<file path="config.mk">
export PLATFORM = sky130hd
export DESIGN_NAME = sdram_burst_arbiter
export DESIGN_NICKNAME = d
export VERILOG_FILES = /design/src/rtl/sdram_arb_pkg.sv /design/src/rtl/sdram_addr_gen.sv /design/src/rtl/sdram_burst_arbiter.sv
export SDC_FILE = /design/constraint.sdc
export NUM_CORES = 1
export LEC_CHECK = 0
export CORE_ASPECT_RATIO = 1.25
export CORE_MARGIN = 4
export CORE_UTILIZATION = 57
export CTS_CLUSTER_SIZE = 40
export DETAILED_ROUTE_END_ITERATION = 10
export PLACE_DENSITY = 0.86
export REMOVE_ABC_BUFFERS = 1
export SLEW_MARGIN = 20
export SYNTH_ARGS = -nofsm -noshare
export SYNTH_HDL_FRONTEND = slang
export SYNTH_SLANG_ARGS = --single-unit
</file>
<file path="constraint.sdc">
create_clock -name clk_50m -period 3.6 [get_ports clk_50m]
set_input_delay 0.72 -clock clk_50m [delete_from_list [all_inputs] [get_ports clk_50m]]
set_output_delay 0.72 -clock clk_50m [all_outputs]
set_load 0.02 [all_outputs]
</file>
<file path="src/rtl/sdram_arb_pkg.sv">
// Shared types for the SDRAM burst arbiter: FSM states, grant encoding and
// the default burst length.
package sdram_arb_pkg;

    typedef enum logic [1:0] {
        IDLE      = 2'd0,
        ISSUE     = 2'd1,
        WAIT_DONE = 2'd2
    } arb_state_e;

    typedef enum logic {
        GNT_RD = 1'b0,
        GNT_WR = 1'b1
    } grant_e;

    localparam int unsigned BURST_LEN_DEFAULT = 256;

endpackage

</file>
<file path="src/rtl/sdram_addr_gen.sv">
// Wrapping frame-buffer address generator for one transfer direction.
// A load while the direction is in flight is held pending and replaces the
// next advance, so a burst never sees its own start address move under it.
module sdram_addr_gen #(
    parameter int unsigned ADDR_W    = 24,
    parameter int unsigned BASE_ADDR = 0,
    parameter int unsigned END_ADDR  = 480000,
    parameter int unsigned STEP      = 256
) (
    input  logic              clk_50m,
    input  logic              rst_n,
    input  logic              load,
    input  logic              in_flight,
    input  logic              advance,
    output logic [ADDR_W-1:0] addr
);

    localparam logic [ADDR_W-1:0] BASE_A = ADDR_W'(BASE_ADDR);
    localparam logic [ADDR_W:0]   END_X  = (ADDR_W + 1)'(END_ADDR);
    localparam logic [ADDR_W:0]   STEP_X = (ADDR_W + 1)'(STEP);

    logic [ADDR_W-1:0] addr_q, addr_d;
    logic              pend_q, pend_d;
    logic [ADDR_W:0]   sum;

    // Next address: advance with wrap, or restart at base on a load.
    always_comb begin
        sum    = {1'b0, addr_q} + STEP_X;
        addr_d = addr_q;
        pend_d = pend_q;
        if (advance) begin
            pend_d = 1'b0;
            if (pend_q || load) begin
                addr_d = BASE_A;
            end else if (sum >= END_X) begin
                addr_d = BASE_A;
            end else begin
                addr_d = sum[ADDR_W-1:0];
            end
        end else if (load) begin
            if (in_flight) begin
                pend_d = 1'b1;
            end else begin
                addr_d = BASE_A;
            end
        end
    end

    // Address and pending-load registers.
    always_ff @(posedge clk_50m or negedge rst_n) begin
        if (!rst_n) begin
            addr_q <= BASE_A;
            pend_q <= 1'b0;
        end else begin
            addr_q <= addr_d;
            pend_q <= pend_d;
        end
    end

    // Forward a same-cycle idle load so a grant issued now uses the base.
    assign addr = (load && !in_flight) ? BASE_A : addr_q;

endmodule

</file>
<file path="src/rtl/sdram_burst_arbiter.sv">
// Arbitrates the SDRAM controller command port between the write FIFO and the
// read FIFO. Bursts are requested from FIFO fill levels; contested grants are
// round-robin, or fixed write priority when SDRAM_ARB_WR_PRIORITY_EN is defined.
module sdram_burst_arbiter
    import sdram_arb_pkg::*;
#(
    parameter int unsigned ADDR_W     = 24,
    parameter int unsigned LVL_W      = 11,
    parameter int unsigned FIFO_DEPTH = 1024,
    parameter int unsigned BURST_LEN  = BURST_LEN_DEFAULT,
    parameter int unsigned WR_BASE    = 0,
    parameter int unsigned WR_END     = 480000,
    parameter int unsigned RD_BASE    = 0,
    parameter int unsigned RD_END     = 480000
) (
    input  logic              clk_50m,
    input  logic              rst_n,
    input  logic              sdram_init_done,
    input  logic [LVL_W-1:0]  wr_fifo_level,
    input  logic [LVL_W-1:0]  rd_fifo_level,
    input  logic              wr_load,
    input  logic              rd_load,
    output logic              cmd_valid,
    input  logic              cmd_ready,
    output logic              cmd_write,
    output logic [ADDR_W-1:0] cmd_addr,
    output logic [LVL_W-1:0]  cmd_len,
    input  logic              burst_done,
    output logic              busy
);

    localparam logic [LVL_W-1:0] BURST_LVL = LVL_W'(BURST_LEN);
    // Read side requests while free space >= BURST_LEN, i.e. level <= depth - burst.
    localparam logic [LVL_W-1:0] RD_MAX_LVL = LVL_W'(FIFO_DEPTH - BURST_LEN);

    logic              init_meta, init_sync;
    logic              wr_req, rd_req;
    logic              wr_adv, rd_adv;
    logic              wr_in_flight, rd_in_flight;
    logic [ADDR_W-1:0] wr_addr, rd_addr;

    arb_state_e        state_q, state_d;
    grant_e            gnt_q, gnt_d;
    grant_e            last_grant_q, last_grant_d;
    grant_e            pick;
    logic              cmd_valid_q, cmd_valid_d;
    logic              busy_q, busy_d;
    logic [ADDR_W-1:0] cmd_addr_q, cmd_addr_d;

    assign wr_req       = (wr_fifo_level >= BURST_LVL);
    assign rd_req       = (rd_fifo_level <= RD_MAX_LVL);
    assign wr_in_flight = busy_q && (gnt_q == GNT_WR);
    assign rd_in_flight = busy_q && (gnt_q == GNT_RD);

    // Two-flop synchroniser for the controller's init flag.
    always_ff @(posedge clk_50m or negedge rst_n) begin
        if (!rst_n) begin
            init_meta <= 1'b0;
            init_sync <= 1'b0;
        end else begin
            init_meta <= sdram_init_done;
            init_sync <= init_meta;
        end
    end

    // Grant choice, next state and registered command fields.
    always_comb begin
        state_d      = state_q;
        gnt_d        = gnt_q;
        last_grant_d = last_grant_q;
        cmd_valid_d  = cmd_valid_q;
        busy_d       = busy_q;
        cmd_addr_d   = cmd_addr_q;
        wr_adv       = 1'b0;
        rd_adv       = 1'b0;
`ifdef SDRAM_ARB_WR_PRIORITY_EN
        pick = wr_req ? GNT_WR : GNT_RD;
`else
        if (wr_req && rd_req) begin
            pick = (last_grant_q == GNT_RD) ? GNT_WR : GNT_RD;
        end else begin
            pick = wr_req ? GNT_WR : GNT_RD;
        end
`endif
        unique case (state_q)
            IDLE: begin
                if (init_sync && (wr_req || rd_req)) begin
                    gnt_d        = pick;
                    last_grant_d = pick;
                    cmd_valid_d  = 1'b1;
                    busy_d       = 1'b1;
                    cmd_addr_d   = (pick == GNT_WR) ? wr_addr : rd_addr;
                    state_d      = ISSUE;
                end
            end
            ISSUE: begin
                if (cmd_ready) begin
                    cmd_valid_d = 1'b0;
                    state_d     = WAIT_DONE;
                end
            end
            WAIT_DONE: begin
                if (burst_done) begin
                    busy_d  = 1'b0;
                    wr_adv  = (gnt_q == GNT_WR);
                    rd_adv  = (gnt_q == GNT_RD);
                    state_d = IDLE;
                end
            end
            default: state_d = IDLE;
        endcase
    end

    // FSM state and command register bank.
    always_ff @(posedge clk_50m or negedge rst_n) begin
        if (!rst_n) begin
            state_q      <= IDLE;
            gnt_q        <= GNT_RD;
            last_grant_q <= GNT_RD;
            cmd_valid_q  <= 1'b0;
            busy_q       <= 1'b0;
            cmd_addr_q   <= '0;
        end else begin
            state_q      <= state_d;
            gnt_q        <= gnt_d;
            last_grant_q <= last_grant_d;
            cmd_valid_q  <= cmd_valid_d;
            busy_q       <= busy_d;
            cmd_addr_q   <= cmd_addr_d;
        end
    end

    assign cmd_valid = cmd_valid_q;
    assign cmd_write = (gnt_q == GNT_WR);
    assign cmd_addr  = cmd_addr_q;
    assign cmd_len   = BURST_LVL;
    assign busy      = busy_q;

    sdram_addr_gen #(
        .ADDR_W   (ADDR_W),
        .BASE_ADDR(WR_BASE),
        .END_ADDR (WR_END),
        .STEP     (BURST_LEN)
    ) u_wr_addr (
        .clk_50m  (clk_50m),
        .rst_n    (rst_n),
        .load     (wr_load),
        .in_flight(wr_in_flight),
        .advance  (wr_adv),
        .addr     (wr_addr)
    );

    sdram_addr_gen #(
        .ADDR_W   (ADDR_W),
        .BASE_ADDR(RD_BASE),
        .END_ADDR (RD_END),
        .STEP     (BURST_LEN)
    ) u_rd_addr (
        .clk_50m  (clk_50m),
        .rst_n    (rst_n),
        .load     (rd_load),
        .in_flight(rd_in_flight),
        .advance  (rd_adv),
        .addr     (rd_addr)
    );

endmodule

</file>
==> impl_metrics.env <==
export IMPL_synthXorXnorAreaFrac=0.02172
export IMPL_slew_headroom=0.4372
export IMPL_wl_um=8652
export IMPL_cpMostUsedCell="o21ai_0"
export IMPL_arrival_ps=3060
export IMPL_synth_top_family_by_area="simple AND/OR/NAND/NOR gates"
export IMPL_drt_vias_per_instance=5.994
export IMPL_post_cts_buffers=0
export IMPL_cts_max_path_buffers=2
export IMPL_coreArea_mm2=0.006166
export IMPL_start_kind="register"
export IMPL_maxCapViolCount=0
export IMPL_finalCriticalPeriod_ps=2842
export IMPL_powerDensity_mw_per_mm2=401.7
export IMPL_worst_pin_slew_ps=844.2
export IMPL_holdCritPathClass="register to register"
export IMPL_cpPeakStageDelay_ps=570
export IMPL_synth_edff_count=0
export IMPL_synth_seq_cells=58
export IMPL_synth_cell_type_count=57
export IMPL_die_x_um=79.36
export IMPL_ys_async_sr_fraction=1.000
export IMPL_firstDrtPassIters=5
export IMPL_synth_area_leaders="dfrtp_1 40%, nand2_1 6.8%, o21ai_0 4.3%"
export IMPL_ys_warn_count=0
export IMPL_cts_sinks=58
export IMPL_synth_seq_area_share=0.4000
export IMPL_rsz0062_at_grt="no"
export IMPL_die_area_mm2=0.007714
export IMPL_antenna_found_initial=0
export IMPL_gp_congestion=0.9466
export IMPL_nets=484
export IMPL_yosysTopAreaCellShare=0.4000
export IMPL_setup_violations=0
export IMPL_port_buffers=47
export IMPL_overflow=0
export IMPL_grt_pass1_wl_um=14720
export IMPL_dp_cells=525
export IMPL_synthTopCellsByCount="66 x nand2_1, 58 x dfrtp_1, 31 x o21ai_0"
export IMPL_hpwl_um=6089
export IMPL_track_usage=0.2378
export IMPL_status="complete, no violations"
export IMPL_vias=3243
export IMPL_synth_most_common_cell="nand2_1"
export IMPL_endpoint_kind="register"
export IMPL_cp_slowest_cell="or3b_2"
export IMPL_syn2layout_area_growth_pct=16.07
export IMPL_tns_ps=0
export IMPL_grt_max_degree=39
export IMPL_finClkSkew_ps=8.364
export IMPL_antenna_cells=0
export IMPL_start_util=0.5885
export IMPL_avgSynthCellArea_um2=8.538
export IMPL_fillers=495
export IMPL_cts_buffers=9
export IMPL_utilization=0.6830
export IMPL_worstPathRequired_ps=3810
export IMPL_slew_viol_final=0
export IMPL_worstPathMaxFanout=11
export IMPL_synth_cells=425
export IMPL_synth_ff_type="dfrtp_1"
export IMPL_synthMuxAreaShare=0.008621
export IMPL_row_count=32
export IMPL_ir_drop_v=0.0003023
export IMPL_path_class="register to register"
export IMPL_final_instance_count_excl_fill=541
export IMPL_grt_pass1_vias=3092
export IMPL_rr_worst_depth=8
export IMPL_synth_compound_area_frac=0.2003
export IMPL_die_h_um=97.21
export IMPL_insertion_delay_ps=340
export IMPL_syn_area_mm2=0.003628
export IMPL_io_pins=67
export IMPL_fmax_ghz=0.3518
export IMPL_synth_simple_area_share=0.2662
export IMPL_ctsHoldBuffers=0
export IMPL_leakage_uw=0.001768
export IMPL_yosys_area_share_adder=0.01379
export IMPL_holdPathStages=0
export IMPL_cts_resized=0
export IMPL_clk_pin_slew_worst_paths_ps=70
export IMPL_drive_gt1_frac=0.08772
export IMPL_timing_final_crit_share=0.7895
export IMPL_cts_tree="yes"
export IMPL_crit_chain="ha_1 -> nand3_1 -> or3b_2 -> a21oi_1 -> o21ai_0 -> a21oi_2 -> or3_1 -> o21ai_0"
export IMPL_cts_root_buffer="clkbuf_8"
export IMPL_yosysTopAreaCell="dfrtp_1"
export IMPL_drc=0
export IMPL_dr_first_iter_drc_count=272
export IMPL_hold_viol_final=0
export IMPL_wl_per_cell_um=15.99
export IMPL_h_tree_depth=3
export IMPL_ant_nets=0
## stage by stage
stage          hold WS, ps  total power [uW]  cell area (um^2)  worst slack, ps
6_report             352.9              1692              4212            757.7
5_1_grt              363.8              1773              4212            510.0
4_1_cts              353.8              1693              4212            805.4
3_5_place_dp         339.4              1080              4008            591.7
3_3_place_gp         333.4              1068              4008            618.0
2_1_floorplan        331.2             916.6              3376             1043
## power breakdown
group | internal (uW) | total [uW] | switching, uW
Combinational | 116 | 333 | 217
Sequential | 692 | 737 | 45.0
Clock | 353 | 622 | 269
## critical path, delay by kind of cell (launching register included)
kind / cells / cell delay (ps)
AND/OR/NAND/NOR: 3 / 1200
flip-flops: 1 / 500
adder cells (fa/ha/maj): 1 / 340
AO/OA/AOI/OAI: 4 / 680
## state kept, by name, summed over array words and instances, names as in the netlist
name,cells
init_meta,1
u_wr_addr.pend_q,1
u_wr_addr.addr_q,16
last_grant_q,1
init_sync,1
busy,1
cmd_addr,17
u_rd_addr.addr_q,16
state_q,2
cmd_valid,1
u_rd_addr.pend_q,1
## cell families (layout without fill, tap and decap cells)
| kind of cell | count (synthesis) | count (layout) |
|---|---|---|
| adder cells (fa/ha/maj) | 4 | 4 |
| multiplexers | 3 | 3 |
| AND/OR/NAND/NOR | 186 | 186 |
| other | 2 | 11 |
| buffers and inverters | 57 | 79 |
| AO/OA/AOI/OAI | 106 | 106 |
| XOR/XNOR | 9 | 9 |
| flip-flops | 58 | 58 |
## placed cells by master, fill, tap and decap left out, types with 10 or more instances in the layout
cell             netlist  final
nor2_1                20     20
nand4_1               10     10
a21oi_1               12     12
nand2_1               66     66
o21ai_0               31     31
nand3_1               22     22
and2_1                16     16
dfrtp_1               58     58
clkdlybuf4s50_1        0     46
conb_1                 2     11
clkbuf_8               0     11
a22oi_1               19     19
## metal layers
| layer | vias up | global-route usage | wire length [um] |
|---|---|---|---|
| met4 | 0 | 0.09127 | 246 |
| met1 | 1568 | 0.3063 | 3526 |
| met5 | - | 0 | 0 |
| met2 | 93 | 0.3898 | 4529 |
| met3 | 29 | 0.04824 | 350 |
| li1 | 1553 | - | - |
## worst paths after layout
kind	from	endpoint	slack [ps]
max	u_rd_addr.addr_q[8]	u_rd_addr.addr_q[9]	760
min	init_meta	init_sync	350
max reg2reg	u_rd_addr.addr_q[8]	u_rd_addr.addr_q[9]	760
min reg2reg	init_meta	init_sync	350
max in group asynchronous	rst_n	u_rd_addr.pend_q	2320
min in group asynchronous	rst_n	cmd_addr[23]	490
## layout make-up
| class | instances | area [um^2] | area share |
|---|---|---|---|
| Tap cell | 85 | 106.4 | 0.02525 |
| Multi-Input combinational cell | 319 | 1894 | 0.4498 |
| Sequential cell | 58 | 1451 | 0.3446 |
| Timing Repair Buffer | 55 | 525.5 | 0.1248 |
| Inverter | 8 | 30.03 | 0.007130 |
| Clock buffer | 11 | 151.4 | 0.03595 |
| Clock inverter | 5 | 52.55 | 0.01248 |
(Power assumes the default switching activity.)
